File: config.mk
export PLATFORM = sky130hd
export DESIGN_NAME = issue_scoreboard
export DESIGN_NICKNAME = d
export VERILOG_FILES = /design/src/rtl/ooo_pkg.sv /design/src/rtl/issue_scoreboard_hazard_check.sv /design/src/rtl/issue_scoreboard.sv
export SDC_FILE = /design/constraint.sdc
export NUM_CORES = 1
export LEC_CHECK = 0
export ABC_AREA = 1
export CAP_MARGIN = 20
export CORE_MARGIN = 4
export CORE_UTILIZATION = 46
export CTS_CLUSTER_DIAMETER = 40
export CTS_CLUSTER_SIZE = 40
export DETAILED_ROUTE_END_ITERATION = 10
export GPL_TIMING_DRIVEN = 0
export PLACE_DENSITY = 0.91
export SYNTH_ARGS = -nofsm -noshare
export SYNTH_HDL_FRONTEND = slang
export SYNTH_HIERARCHICAL = 1
export SYNTH_SLANG_ARGS = --single-unit
File: constraint.sdc
create_clock -name clk -period 1.9 [get_ports clk]
set_clock_uncertainty 0.1 [all_clocks]
set_input_delay 0.285 -clock clk [delete_from_list [all_inputs] [get_ports clk]]
set_output_delay 0.285 -clock clk [all_outputs]
set_load 0.02 [all_outputs]
File: src/rtl/ooo_pkg.sv
// Shared out-of-order issue definitions: default widths, the instruction payload
// struct and the one-hot register decoder used by the scoreboard logic.
package ooo_pkg;

    localparam int unsigned NUM_REG     = 8;
    localparam int unsigned REG_ID_BIT  = $clog2(NUM_REG);
    localparam int unsigned INST_ID_BIT = 8;
    localparam int unsigned IMM_BIT     = 4;

    // Decoder is sized for the largest supported register file; callers truncate.
    localparam int unsigned DEC_MAX     = 64;
    localparam int unsigned DEC_ID_BIT  = 6;

    typedef struct packed {
        logic [INST_ID_BIT-1:0] id;
        logic [REG_ID_BIT-1:0]  dst;
        logic [REG_ID_BIT-1:0]  src0;
        logic [REG_ID_BIT-1:0]  src1;
        logic [IMM_BIT-1:0]     imm;
    } inst_t;

    function automatic logic [DEC_MAX-1:0] decode(input logic [DEC_ID_BIT-1:0] idx);
        logic [DEC_MAX-1:0] onehot;
        onehot      = '0;
        onehot[idx] = 1'b1;
        return onehot;
    endfunction

endpackage

File: src/rtl/issue_scoreboard_hazard_check.sv
// Combinational RAW/WAW/WAR detection for the FIFO head against the busy vector
// and the pending reads of the other issue queues. Register 0 never hazards.
module hazard_check
    import ooo_pkg::*;
#(
    parameter int unsigned NUM_REG    = ooo_pkg::NUM_REG,
    parameter int unsigned REG_ID_BIT = $clog2(NUM_REG)
) (
    input  logic [NUM_REG-1:0]    busy,
    input  logic [NUM_REG-1:0]    ext_pending_read,
    input  logic [REG_ID_BIT-1:0] dst,
    input  logic [REG_ID_BIT-1:0] src0,
    input  logic [REG_ID_BIT-1:0] src1,
    output logic                  raw,
    output logic                  waw,
    output logic                  war
);

    logic [NUM_REG-1:0] nz_mask;
    logic [NUM_REG-1:0] dst_oh;
    logic [NUM_REG-1:0] src0_oh;
    logic [NUM_REG-1:0] src1_oh;

    always_comb begin
        nz_mask = ~NUM_REG'(1);
        dst_oh  = NUM_REG'(decode(DEC_ID_BIT'(dst)))  & nz_mask;
        src0_oh = NUM_REG'(decode(DEC_ID_BIT'(src0))) & nz_mask;
        src1_oh = NUM_REG'(decode(DEC_ID_BIT'(src1))) & nz_mask;
        raw     = |(busy & (src0_oh | src1_oh));
        waw     = |(busy & dst_oh);
        war     = |(ext_pending_read & dst_oh);
    end

endmodule

File: src/rtl/issue_scoreboard.sv
// Register scoreboard and issue gate behind one issue_fifo, with a 1-entry output register.
// Optional macro ISSUE_SCOREBOARD_WB_BYPASS_EN: same-cycle writeback bypass into the hazard check.
module issue_scoreboard
    import ooo_pkg::*;
#(
    parameter int unsigned INST_ID_BIT   = ooo_pkg::INST_ID_BIT,
    parameter int unsigned NUM_REG       = ooo_pkg::NUM_REG,
    parameter int unsigned IMM_BIT       = ooo_pkg::IMM_BIT,
    parameter int unsigned REG_ID_BIT    = $clog2(NUM_REG),
    parameter int unsigned STALL_CNT_BIT = 16
) (
    input  logic                     clk,
    input  logic                     rst_n,
    input  logic                     in_vld,
    output logic                     in_rdy,
    input  logic [INST_ID_BIT-1:0]   in_id,
    input  logic [IMM_BIT-1:0]       in_imm,
    input  logic [REG_ID_BIT-1:0]    in_dst_reg,
    input  logic [REG_ID_BIT-1:0]    in_src_reg0,
    input  logic [REG_ID_BIT-1:0]    in_src_reg1,
    input  logic [NUM_REG-1:0]       ext_pending_read,
    input  logic                     wb_vld,
    input  logic [REG_ID_BIT-1:0]    wb_reg,
    output logic                     out_vld,
    input  logic                     out_rdy,
    output logic [INST_ID_BIT-1:0]   out_id,
    output logic [REG_ID_BIT-1:0]    out_dst_reg,
    output logic [REG_ID_BIT-1:0]    out_src_reg0,
    output logic [REG_ID_BIT-1:0]    out_src_reg1,
    output logic [IMM_BIT-1:0]       out_imm,
    output logic [NUM_REG-1:0]       reg_busy,
    output logic [STALL_CNT_BIT-1:0] stall_cnt
);

    // Local payload layout follows the module parameters, not the package defaults.
    typedef struct packed {
        logic [INST_ID_BIT-1:0] id;
        logic [REG_ID_BIT-1:0]  dst;
        logic [REG_ID_BIT-1:0]  src0;
        logic [REG_ID_BIT-1:0]  src1;
        logic [IMM_BIT-1:0]     imm;
    } payload_t;

    payload_t           out_q;
    logic [NUM_REG-1:0] busy_q;
    logic [NUM_REG-1:0] busy_chk;
    logic [NUM_REG-1:0] busy_d;
    logic [NUM_REG-1:0] wb_oh;
    logic [NUM_REG-1:0] dst_oh;
    logic               raw;
    logic               waw;
    logic               war;
    logic               slot_free;
    logic               accept;
    logic               stall;

    always_comb begin
        wb_oh  = wb_vld ? NUM_REG'(decode(DEC_ID_BIT'(wb_reg))) : '0;
        dst_oh = NUM_REG'(decode(DEC_ID_BIT'(in_dst_reg)));
`ifdef ISSUE_SCOREBOARD_WB_BYPASS_EN
        busy_chk = busy_q & ~wb_oh;
`else
        busy_chk = busy_q;
`endif
    end

    hazard_check #(
        .NUM_REG    (NUM_REG),
        .REG_ID_BIT (REG_ID_BIT)
    ) u_hazard_check (
        .busy             (busy_chk),
        .ext_pending_read (ext_pending_read),
        .dst              (in_dst_reg),
        .src0             (in_src_reg0),
        .src1             (in_src_reg1),
        .raw              (raw),
        .waw              (waw),
        .war              (war)
    );

    always_comb begin
        slot_free = !out_vld || out_rdy;
        in_rdy    = in_vld && !raw && !waw && !war && slot_free;
        accept    = in_vld && in_rdy;
        stall     = in_vld && slot_free && !in_rdy;
        // Set is applied after clear so a new writer keeps ownership on a same-edge writeback.
        busy_d    = (busy_q & ~wb_oh) | (accept ? dst_oh : '0);
        busy_d[0] = 1'b0;
    end

    always_ff @(posedge clk or negedge rst_n) begin
        if (!rst_n) begin
            busy_q    <= '0;
            out_vld   <= 1'b0;
            out_q     <= '0;
            stall_cnt <= '0;
        end else begin
            busy_q <= busy_d;
            if (accept) begin
                out_vld    <= 1'b1;
                out_q.id   <= in_id;
                out_q.dst  <= in_dst_reg;
                out_q.src0 <= in_src_reg0;
                out_q.src1 <= in_src_reg1;
                out_q.imm  <= in_imm;
            end else if (out_rdy) begin
                out_vld <= 1'b0;
            end
            if (stall && (stall_cnt != '1)) begin
                stall_cnt <= stall_cnt + 1'b1;
            end
        end
    end

    always_comb begin
        reg_busy     = busy_q;
        out_id       = out_q.id;
        out_dst_reg  = out_q.dst;
        out_src_reg0 = out_q.src0;
        out_src_reg1 = out_q.src1;
        out_imm      = out_q.imm;
    end

endmodule
# Word-level counts from Yosys, hierarchy flattened
# Index checks and enable logic that the tools add are counted.
[totals]
wordCells = 59
regBits = 45
[classes]
add_sub_neg = 1
order_cmp = 8
n_reduce_logical = 22
muxes = 12
bitwise = 7
eq_ne = 1
[ops]
columns = ["operator", "n"]
rows = [
  ["$and A8 B8 Y8", 4],
  ["$lt A3 B7 Y1 const B", 4],
  ["$reduce_or A8 Y1", 3],
  ["$add A16 B1 Y16 const B", 1],
  ["$mux W8", 2],
  ["$ne A16 B16 Y1 const B", 1],
  ["$or A8 B8 Y8", 2],
  ["$demux W1 S3", 4],
  ["$ge A3 B1 Y1 const B", 4],
  ["$logic_and A1 B1 Y1", 12],
  ["$not A8 Y8", 1],
  ["$mux W1", 6],
  ["$logic_not A1 Y1", 5],
  ["$reduce_bool A2 Y1", 1],
  ["$logic_or A1 B1 Y1", 1],
]

# Depth between registers and ports, before layout
[logic_depth]
depth_word = 15
depth_mapped = 14
mapped_depth_nobuf = 13

# By module
# Netlist, hierarchy kept.
[modules_own_cells]
columns = ["mod", "n_inst", "cells_per_inst", "area_each_um2"]
rows = [
  ["issue_scoreboard", 1, 279, 2215.9],
  ["hazard_check", 1, 74, 351.6],
]

# Worst setup path before layout
# OpenSTA, ideal clock, no wires.
[synth_path]
kind = "register to output"
from = "reg busy_q[4], in the netlist reg_busy[4]"
to = "out in_rdy"
path_buffers = 1
path_slack_ps = 190
stages_incl_launch_ff = 8
t_arrival_ps = 1325
path_cell_list = "dfrtp_1 -> and3_1 -> nor2_1 -> nand3b_1 -> nor3_1 -> nand2_1 -> inv_1 -> buf_2"
[synth_lines]
columns = ["item", "line", "text"]
rows = [
  ["start, declared", "issue_scoreboard.sv:45", "logic [NUM_REG-1:0] busy_q;"],
  ["start signal, assigned", "issue_scoreboard.sv:98", "busy_q <= busy_d;"],
  ["$and A8 B8 Y8", "issue_scoreboard_hazard_check.sv:30", "waw = |(busy & dst_oh);"],
  ["$reduce_or A8 Y1", "issue_scoreboard_hazard_check.sv:30", ""],
  ["named net waw", "issue_scoreboard.sv:51", "logic waw;"],
  ["$logic_not A1 Y1", "issue_scoreboard.sv:83", "in_rdy = in_vld && !raw && !waw && !war && slot_free;"],
  ["$logic_and A1 B1 Y1 (3 in a row)", "issue_scoreboard.sv:83", ""],
  ["end, declared", "issue_scoreboard.sv:15", "output logic in_rdy,"],
]
# The timed path passes the listed nets, and every way through them passes these cells.

# Worst setup path in the final report
[layout_path]
from = "reg busy_q[2], in the netlist reg_busy[2]"
to = "out in_rdy"
[layout_via]
elab_chain_cells = 7
[layout_rtl]
columns = ["item", "line", "text"]
rows = [
  ["$and A8 B8 Y8", "issue_scoreboard_hazard_check.sv:29", "raw = |(busy & (src0_oh | src1_oh));"],
  ["$reduce_or A8 Y1", "issue_scoreboard_hazard_check.sv:29", ""],
  ["named net raw", "issue_scoreboard.sv:50", "logic raw;"],
  ["$logic_not A1 Y1", "issue_scoreboard.sv:83", ""],
  ["$logic_and A1 B1 Y1 (4 in a row)", "issue_scoreboard.sv:83", ""],
]
# The timed path passes the listed nets, and every way through them passes these cells.

==> impl_metrics.env <==
export IMPL_cts_path_max_buffers=2
export IMPL_placement_setup_worst_slack_ns=-1.266
export IMPL_fin_total_pwr_mw=4.542
export IMPL_design_portCount=84
export IMPL_layout_area_overhead_vs_synth_pct=44.10
export IMPL_syn_cell_area_um2=2567
export IMPL_number_of_global_route_vias_before_repair=2553
export IMPL_synth_edff_count=0
export IMPL_share_of_post_route_cells_with_drive_strength_above_1_pct=14.57
export IMPL_floorplan_rows=26
export IMPL_finalCritPeriodShare_pct=108.9
export IMPL_antennaDiodeCount=0
export IMPL_cellLeakagePower_nw=1.798
export IMPL_most_common_layout_cells="sky130_fd_sc_hd__nand2_1, sky130_fd_sc_hd__clkdlybuf4s50_1, sky130_fd_sc_hd__dfrtp_1"
export IMPL_fp_dieArea_um2=6841
export IMPL_routed_via_count=2716
export IMPL_drv_slew=0
export IMPL_p_switching_mw=1.798
export IMPL_layout_cells_most_common="sky130_fd_sc_hd__nand2_1"
export IMPL_final_instance_area_um2=3700
export IMPL_postSynthRegisterBits=45
export IMPL_dp_hpwl_um=5189
export IMPL_worstSetupEndpointType="output pin"
export IMPL_yosysSeqAreaShare_pct=43.86
export IMPL_synthArstFlopShare_pct=100.0
export IMPL_insertion_delay_ns=0.29
export IMPL_share_of_total_power_in_sequential_cells_pct=35.0
export IMPL_critical_path_peak_fanout=3
export IMPL_place_gp_congestion=0.8754
export IMPL_die_width_um=82.71
export IMPL_start_kind="register"
export IMPL_drc=0
export IMPL_cts_sinks=45
export IMPL_syn_nets=391
export IMPL_final_seq_area_um2=1126
export IMPL_number_of_nets_in_the_finished_design=490
export IMPL_worstHoldPathType="primary input to register"
export IMPL_power_density_nw_per_um2=1228
export IMPL_cell_chain_of_the_critical_path="a21boi_1 > nor2_1 > nand2_1 > nor3_2 > nand2_1 > inv_2 > buf_6 > buf_6"
export IMPL_largest_register="stall_cnt"
export IMPL_grt_first_pass_wirelength_um=11640
export IMPL_multiInputGateArea_um2=1241
export IMPL_average_instance_area_after_synthesis_um2=7.273
export IMPL_setup_viol=1
export IMPL_core_area_um2=5270
export IMPL_final_hold_viol_count=0
export IMPL_pwr_share_clk_pct=15.8
export IMPL_p_comb_share_pct=49.2
export IMPL_route_final_wire_length_um=7261
export IMPL_antenna_violating_nets_post_route=0
export IMPL_clk_pin_slew_ns=0.08
export IMPL_largest_register_ff_count=16
export IMPL_grt_antenna_before_repair=0
export IMPL_dr_first_iter_drc_count=132
export IMPL_vias_per_cell=5.193
export IMPL_violations="setup timing"
export IMPL_ctsRootBufferMaster="sky130_fd_sc_hd__clkbuf_8"
export IMPL_max_slew_margin_rel_pct=61.42
export IMPL_intPower_mw=2.744
export IMPL_placedInstanceArea_um2=3488
export IMPL_p_sw_share_pct=39.58
export IMPL_cts_max_level=2
export IMPL_worst_ir_drop_vdd_mv=0.7064
export IMPL_first_pass_iters=5
export IMPL_maximum_number_of_pins_on_one_net_before_global_route_repair=25
export IMPL_worst_slew_pin_transition_ns=0.5787
export IMPL_run_status="finished, violations left"
export IMPL_cp_data_required_time_ns=1.51
export IMPL_max_freq_mhz=483.2
export IMPL_timing_critical_path_slowest_cell_delay_ns=0.43
export IMPL_io_buffers=81
export IMPL_initial_utilization_pct=48.72
export IMPL_syn_instance_count=353
export IMPL_maxCapViolCount=0
export IMPL_grt_setup_unrepaired="yes"
export IMPL_grt_overflow_total=0
export IMPL_yosys_warnings=6
export IMPL_finalCriticalPeriod_ns=2.070
export IMPL_crit_slowest_cell="sky130_fd_sc_hd__dfrtp_1"
export IMPL_synthFlopType="sky130_fd_sc_hd__dfrtp_1"
export IMPL_final_fill_count=421
export IMPL_die_height_um=82.71
export IMPL_tritoncts="done"
export IMPL_timing_worst_setup_path_type="register to output pin"
export IMPL_all_layer_gr_usage_pct=22.01
export IMPL_cp_arrival_ns=1.68
export IMPL_numCtsBuffers=5
export IMPL_avgRoutedWirePerCell_um=13.88
export IMPL_distinct_cells_synth=28
export IMPL_setup_slack_ns=-0.1696
[cells by family (layout without fill, tap and decap cells)]
| family | after synthesis | in the layout | synth area share (%) |
|---|---|---|---|
| flops | 45 | 45 | 43.86 |
| other cells | 1 | 1 | 0.1461 |
| buf+inv | 44 | 144 | 8.236 |
| fa+ha+maj | 1 | 1 | 0.4873 |
| compound gates | 38 | 38 | 8.772 |
| simple gates | 217 | 217 | 36.11 |
| xor+xnor | 7 | 7 | 2.388 |
[synthesized netlist by cell type (all sizes together), types with 2 or more instances]
cell type / instances / area [um^2]
nand2: 148 / 573.1
dfrtp: 45 / 1126
inv: 31 / 116.4
o21ai: 30 / 168.9
nor2: 26 / 112.6
nand3: 25 / 125.1
buf: 12 / 91.34
nand4: 11 / 68.82
xor2: 7 / 61.31
o31ai: 4 / 30.03
a21oi: 3 / 18.77
nor3: 3 / 20.02
nand3b: 2 / 15.01
[path summary, 6_finish.rpt]
| path | startpoint | endpoint | slack [ns] | cells past startpoint |
|---|---|---|---|---|
| hold / removal | in_dst_reg[0] | reg_busy[6] | 0.19 | 2 |
| min in group asynchronous | rst_n | out_imm[1] | 0.42 | 2 |
| setup reg to reg | reg_busy[2] | out_id[5] | 0.06 | 9 |
| hold reg to reg | out_src_reg1[1] | out_src_reg1[1] | 0.39 | 2 |
| setup / recovery | reg_busy[2] | in_rdy | -0.17 | 8 |
| max in group asynchronous | rst_n | out_id[6] | 0.78 | 3 |
[per-layer routing]
metal / global-route usage, % / vias to the layer above / part of all wire, %
met5: 0 / - / 0
met1: 28.66 / 1268 / 42
met3: 4.121 / 6 / 7.9
li1: - / 1318 / -
met4: 6.209 / 0 / 1.0
met2: 37.34 / 124 / 49
[power groups by stage]
stage	Combinational, mW	Clock (mW)	Sequential (mW)
final	2.23	0.718	1.59
after global routing	2.42	0.770	1.64
after CTS	2.23	0.730	1.58
after detailed placement	2.09	0	1.62
after global placement	2.03	0	1.60
after floorplan	0.670	0	1.99
[cell type report]
cell class	instances	share of cell area (%)
clock inverters	2	1.048
repair buffers	93	24.52
well taps	70	2.367
plain buffers	12	2.976
multi-input cells	264	33.55
inverters	31	3.145
flip-flops and latches	45	30.44
clock buffers	6	1.961
[through the flow]
stage                     setup TNS, ns  hold WS (ns)  instances  utilization, %
after detailed placement         -31.64        0.2140        505           66.19
after global routing            -0.9639        0.1991        523           70.20
after CTS                       -0.1397        0.1687        524           70.13
after global placement           -62.37        0.3624        504           65.76
after floorplan                       0       -0.1106        353               -
final                           -0.1696        0.1925        523           70.20
[worst max-delay path: cells and delay by family (launching register included)]
family / cells / cell delay, ns
buffers and inverters: 3 / 0.30
flip-flops: 1 / 0.43
AND/OR/NAND/NOR: 4 / 0.52
AO/OA/AOI/OAI: 1 / 0.15
[repair_timing]
item | CTS | global route
pin swaps | 4 | 0
endpoints found under the setup margin | 46 | 30
cloned | 2 | 0
gates resized for setup | 47 | 8
endpoints found under the hold margin | 23 | 0
hold buffers | 1 | 0
buffers inserted | 9 | 0
Note: power is estimated with default switching activity, not from simulation.
==> RTL change 1: new RTL, same settings <==
Add a define of `ISSUE_SCOREBOARD_WB_BYPASS_EN`.
--- a/src/rtl/issue_scoreboard.sv
+++ b/src/rtl/issue_scoreboard.sv
@@ -2,2 +2,4 @@
 // Optional macro ISSUE_SCOREBOARD_WB_BYPASS_EN: same-cycle writeback bypass into the hazard check.
+`define ISSUE_SCOREBOARD_WB_BYPASS_EN
+
 module issue_scoreboard
Check against the original RTL: not equivalent (a bounded check fails within 4 cycles, from zero or initial values and one cycle with rst_n low).
==> RTL change 1 against the unedited design <==
  * The flow still finishes with violations (negative setup slack)
  * Die area is 1.4% higher
  * Power up 1.9%
  * Final cell count grew 4.0%
  * Non-clock buffer count grew 8
  * Area after synthesis up 1.5%
  * Wire length increased by 6.0%
  * Core utilization up 0.19 points
  * Register-to-register slack lost 250 ps
  * Final area is 4.8% higher
  * Worst hold slack improved by 100 ps
  * Setup slack got worse by 240 ps
  * Clock power down 21%
  * Sequential cell count is the same
  * Critical endpoint unchanged
==> RTL change 1: results (changes against the unedited design) <==
| Metric | Value |
|---|---|
| Status | `complete, but fails checks (unchanged)` |
| Violated checks | `negative setup slack (unchanged)` |
| Most common library cells after synthesis | `nand2_1 (139), dfrtp_1 (45), inv_1 (40) (was nand2_1 (141), dfrtp_1 (45), inv_1 (29))` |
| Clk_lat worst skew | `300 ps` |
| Synth top area cells | `dfrtp_1 (43%), nand2_1 (20%), inv_1 (5.8%) (was dfrtp_1 (44%), nand2_1 (21%), nand3_1 (4.9%))` |
| Pin count of the biggest net entering global routing | `30 (was 25)` |
| Nets@finish | `509 (was 490)` |
| Drt first pass iters | `5 (unchanged)` |
| Sequential share of the synthesized area | `0.432 (was 0.439)` |
| Vias in the first global route | `2679 (was 2553)` |
| Final worst setup slack | `-411 ps (was -170 ps)` |
| Worst min-delay path category | `in2reg (unchanged)` |
| Max FFs per register | `16 (unchanged)` |
| CP Data Arrival Time | `1930 ps (was 1680 ps)` |
| Syn nets | `402 (was 391)` |
| TritonCTS buffer count | `5 (unchanged)` |
| H-tree depth | `2 (unchanged)` |
| Synth warn | `6 (unchanged)` |
| Top reg by flops | `stall_cnt (unchanged)` |
| Ys async rst share | `1.00 (unchanged)` |
| Number of fill cells in the layout | `416 (was 421)` |
| CTS Buffer Depth | `2 (unchanged)` |
| Count of cell types in the netlist | `27 (was 28)` |
| Critical path's slowest cell | `nor3_2 (was dfrtp_1)` |
| Setup violators final | `44 (was 1)` |
| Placer Congestion | `0.859 (was 0.875)` |
| Hold_ws | `297 ps (was 193 ps)` |
| DRT iter0 DRCs | `151 (was 132)` |
| CP peak stage delay | `240 ps (was 430 ps)` |
| HPWL Detailed | `5320 um (was 5190 um)` |
| IO buf count | `81 (unchanged)` |
| Total GRT Usage | `0.213 (was 0.220)` |
| ANT cells | `0 (unchanged)` |
| First-pass GRT wire length | `12300 um (was 11600 um)` |
| Reg2Reg Setup Slack | `-190 ps (was 60 ps)` |
| Initial antenna violation count | `0 (unchanged)` |
| Dpl ws | `-1310 ps (was -1270 ps)` |
| Worst-path fanout max | `4 (was 3)` |
| Routed wire length | `7700 um (was 7260 um)` |
| VDD IR-drop max | `0.782 mV (was 0.706 mV)` |
| # Post-CTS Setup Buffers | `12 (was 9)` |
| Reg clk slew, reported paths | `80 ps (about the same)` |
| Hold_buf cts | `1 (unchanged)` |
| Layout cells sized above 1 | `0.182 (was 0.146)` |
| Top FF cell, synth | `dfrtp_1 (unchanged)` |
| Vias/cell | `5.14 (was 5.19)` |
| CTS root buffer | `clkbuf_8 (unchanged)` |
| Leakage power | `1.92 nW (was 1.80 nW)` |
| Cts repair resizes | `57 (was 47)` |
RTL change 1: cells by family after synthesis:
| group | share of synthesized area |
|---|---|
| other | 0.00144 |
| adders and majority gates | 0.00480 |
| DFF | 0.432 |
| xor gates and xnor gates | 0.0235 |
| AOI/OAI and AO/OA | 0.0864 |
| buffers and inverters | 0.0970 |
| and+or+nand+nor | 0.355 |
RTL change 1: path summary, 6_finish.rpt:
kind                                 start              end  cells after the start
max in group asynchronous            rst_n  out_src_reg0[2]                      3
max                              wb_reg[2]           in_rdy                     15
max reg2reg                    reg_busy[5]       out_imm[2]                     12
min in group asynchronous            rst_n    stall_cnt[10]                      2
min reg2reg                out_src_reg1[1]  out_src_reg1[1]                      2
min                                 wb_vld      reg_busy[7]                      4
RTL change 1: final cells by class:
type	count	area share
sequential	45	0.291
multi-input combinational	264	0.343
clock buffer	8	0.0207
buffer	12	0.0303
inverter	42	0.0407
tap	72	0.0232
timing repair buffer	101	0.251
RTL change 1: layer usage:
layer	track usage	part of all wire	vias to the layer above
met5	0	0	-
met4	0.0847	0.017	0
met3	0.0427	0.054	16
met2	0.362	0.50	120
met1	0.265	0.43	1302
li1	-	-	1357
RTL change 1: critical path: cells and delay by family:
kind                   cells  cell delay, ps
AND/OR/NAND/NOR            5             580
AO/OA/AOI/OAI              2             310
buffers and inverters      8             740
RTL change 1: stage by stage:
stage	instance area, um^2	setup TNS (ps)	instances
floorplan	2610	0	364
global placement	3510	-68610	517
detailed placement	3520	-36990	518
CTS	3730	-202	538
global route	3880	-11580	544
finish	3880	-6880	544
RTL change 1: power breakdown:
part	total (mW)	internal (mW)	switching, mW	leakage [nW]
Sequential	1.58	1.31	0.273	0.580
Combinational	2.48	1.18	1.30	1.30
Clock	0.569	0.262	0.307	0.0395
==> RTL change 2: new RTL, same settings <==
Made on the original files. Make the reset (`rst_n`) synchronous in one clocked block.
--- a/src/rtl/issue_scoreboard.sv
+++ b/src/rtl/issue_scoreboard.sv
@@ -90,3 +90,3 @@
 
-    always_ff @(posedge clk or negedge rst_n) begin
+    always_ff @(posedge clk) begin
         if (!rst_n) begin
Formal check against the unedited RTL: differs if rst_n is asserted again (counterexample within 4 cycles, from zero or initial values and one cycle with rst_n low); with rst_n held inactive, the same outputs for 10 cycles.
==> RTL change 2 against the unedited design <==
  * The flow still finishes with violations (negative setup slack)
  * Sequential cell count unchanged
  * Setup slack better by 92 ps
  * Die area down 2.3%
  * Area after synthesis down 2.6%
  * Maximum frequency up 4.6%
  * Final area up 1.6%
  * Wire length up 10%
  * Via count up 9.6%
  * Critical endpoint unchanged
Power is not compared: it rests on default switching activity, and its combinational part moved more than twofold at a synthesized area within 25%.
==> RTL change 2: results (changes against the unedited design) <==
| Metric | Value |
|---|---|
| First-pass GRT wire length | `11700 um (was 11600 um)` |
| Worst-path fanout max | `3 (unchanged)` |
| Max FFs per register | `16 (unchanged)` |
| Syn nets | `430 (was 391)` |
| Number of fill cells in the layout | `372 (was 421)` |
| Worst Hold Path Cells | `3 (was 2)` |
| CP Data Arrival Time | `1590 ps (was 1680 ps)` |
| Total GRT Usage | `0.222 (was 0.220)` |
| Most common library cells after synthesis | `nand2_1 (95), nor2_1 (86), dfxtp_1 (45) (was nand2_1 (141), dfrtp_1 (45), inv_1 (29))` |
| DRT iter0 DRCs | `205 (was 132)` |
| Drt first pass iters | `5 (unchanged)` |
| ANT cells | `0 (unchanged)` |
| Pin count of the biggest net entering global routing | `14 (was 25)` |
| CTS Buffer Depth | `2 (unchanged)` |
| Placer Congestion | `0.921 (was 0.875)` |
| Vias in the first global route | `2686 (was 2553)` |
| Setup violators final | `9 (was 1)` |
| VDD IR-drop max | `0.617 mV` |
| Vias/cell | `5.24 (was 5.19)` |
| Nets@finish | `535 (was 490)` |
| Status | `complete, but fails checks (unchanged)` |
| HPWL Detailed | `5360 um (was 5190 um)` |
| Top reg by flops | `stall_cnt (unchanged)` |
| Routed wire length | `8010 um (was 7260 um)` |
| Sequential share of the synthesized area | `0.360 (was 0.439)` |
| Synth warn | `6 (unchanged)` |
| Ys async rst share | `0 (was 1.00)` |
| Leakage power | `1.67 nW` |
| Count of cell types in the netlist | `29 (was 28)` |
| Violated checks | `negative setup slack (unchanged)` |
| Layout cells sized above 1 | `0.189 (was 0.146)` |
| IO buf count | `80 (was 81)` |
| Setup TNS | `-178 ps (was -170 ps)` |
| Initial antenna violation count | `0 (unchanged)` |
| Synth top area cells | `dfxtp_1 (36%), nand2_1 (14%), nor2_1 (13%) (was dfrtp_1 (44%), nand2_1 (21%), nand3_1 (4.9%))` |
| Worst min-delay path category | `in2reg (unchanged)` |
| Top FF cell, synth | `dfxtp_1 (was dfrtp_1)` |
| CTS root buffer | `clkbuf_8 (unchanged)` |
| Final worst setup slack | `-77.8 ps (was -170 ps)` |
| Worst reg-to-reg path cell count | `12 (was 9)` |
| H-tree depth | `2 (unchanged)` |
==> RTL change 2: cell count changes in the layout (fill, tap and decap cells not counted), sizes merged, moves of 12 or more <==
| cell | before | now |
|---|---|---|
| nor2 | 26 | 94 |
| nand2 | 148 | 97 |
| dfrtp | 45 | 0 |
| dfxtp | 0 | 45 |
| buf | 25 | 38 |
| a21oi | 3 | 15 |
==> RTL change 2: area by class of cell <==
| type | instances | share of cell area |
|---|---|---|
| Buffer | 13 | 0.0300 |
| Tap cell | 70 | 0.0233 |
| Sequential cell | 45 | 0.242 |
| Multi-Input combinational cell | 291 | 0.386 |
| Clock inverter | 1 | 0.00133 |
| Timing Repair Buffer | 99 | 0.248 |
| Clock buffer | 7 | 0.0256 |
| Inverter | 42 | 0.0433 |
==> RTL change 2: power by group through the flow <==
stage               sequential, mW  combinational (mW)  clock, mW
finish                        1.11               0.900      0.665
global placement              1.13               0.743          0
detailed placement            1.13               0.761          0
global route                  1.12               0.970      0.718
floorplan                     1.23               0.312          0
CTS                           1.11               0.795      0.668
==> RTL change 2: worst paths after layout <==
path | slack, ps | from | end
worst max-delay path | -80 | reg_busy[4] | in_rdy
worst max register to register | -20 | reg_busy[3] | stall_cnt[7]
worst min-delay path | 190 | in_src_reg1[1] | out_src_reg1[1]
worst min register to register | 400 | out_vld | out_vld
==> RTL change 2: timing repair <==
action	4_1_cts	5_1_grt
endpoints found under the setup margin	46	35
buffers inserted	9	7
pin swaps	4	11
resized for setup	47	51
cloned	2	2
hold buffers	0	0
==> RTL change 2: cell families (layout without fill, tap and decap cells) <==
group	Yosys count	count (layout)	synth area share
other cells	1	1	0.00150
compound gates	47	47	0.101
flops	45	45	0.360
simple gates	236	236	0.410
xor+xnor	6	6	0.0210
fa+ha+maj	1	1	0.00500
buf+inv	56	162	0.102
==> RTL change 2: metrics by stage <==
stage	instances	power, mW	utilization	setup slack [ps]	instance area (um^2)
after floorplan	392	1.54	-	151	2500
after global placement	542	1.87	0.655	-1190	3390
after detailed placement	542	1.89	0.655	-1250	3390
after CTS	561	2.57	0.694	-33.5	3590
after global routing	568	2.81	0.726	-187	3760
final	568	2.68	0.726	-77.8	3760
==> RTL change 2: critical path, stage by stage, from the launching register on <==
cell      delay, ps
dfxtp_4         360
and3_4          170
nor2_2          100
nand3b_1         90
nor2_1          120
nand2_2          90
nor2_4          140
buf_6           120
buf_6           110
==> RTL change 2: routing by layer <==
layer / share of wire / track usage
met1: 0.38 / 0.250
met2: 0.52 / 0.415
met3: 0.085 / 0.0581
met4: 0.015 / 0.0515
met5: 0 / 0
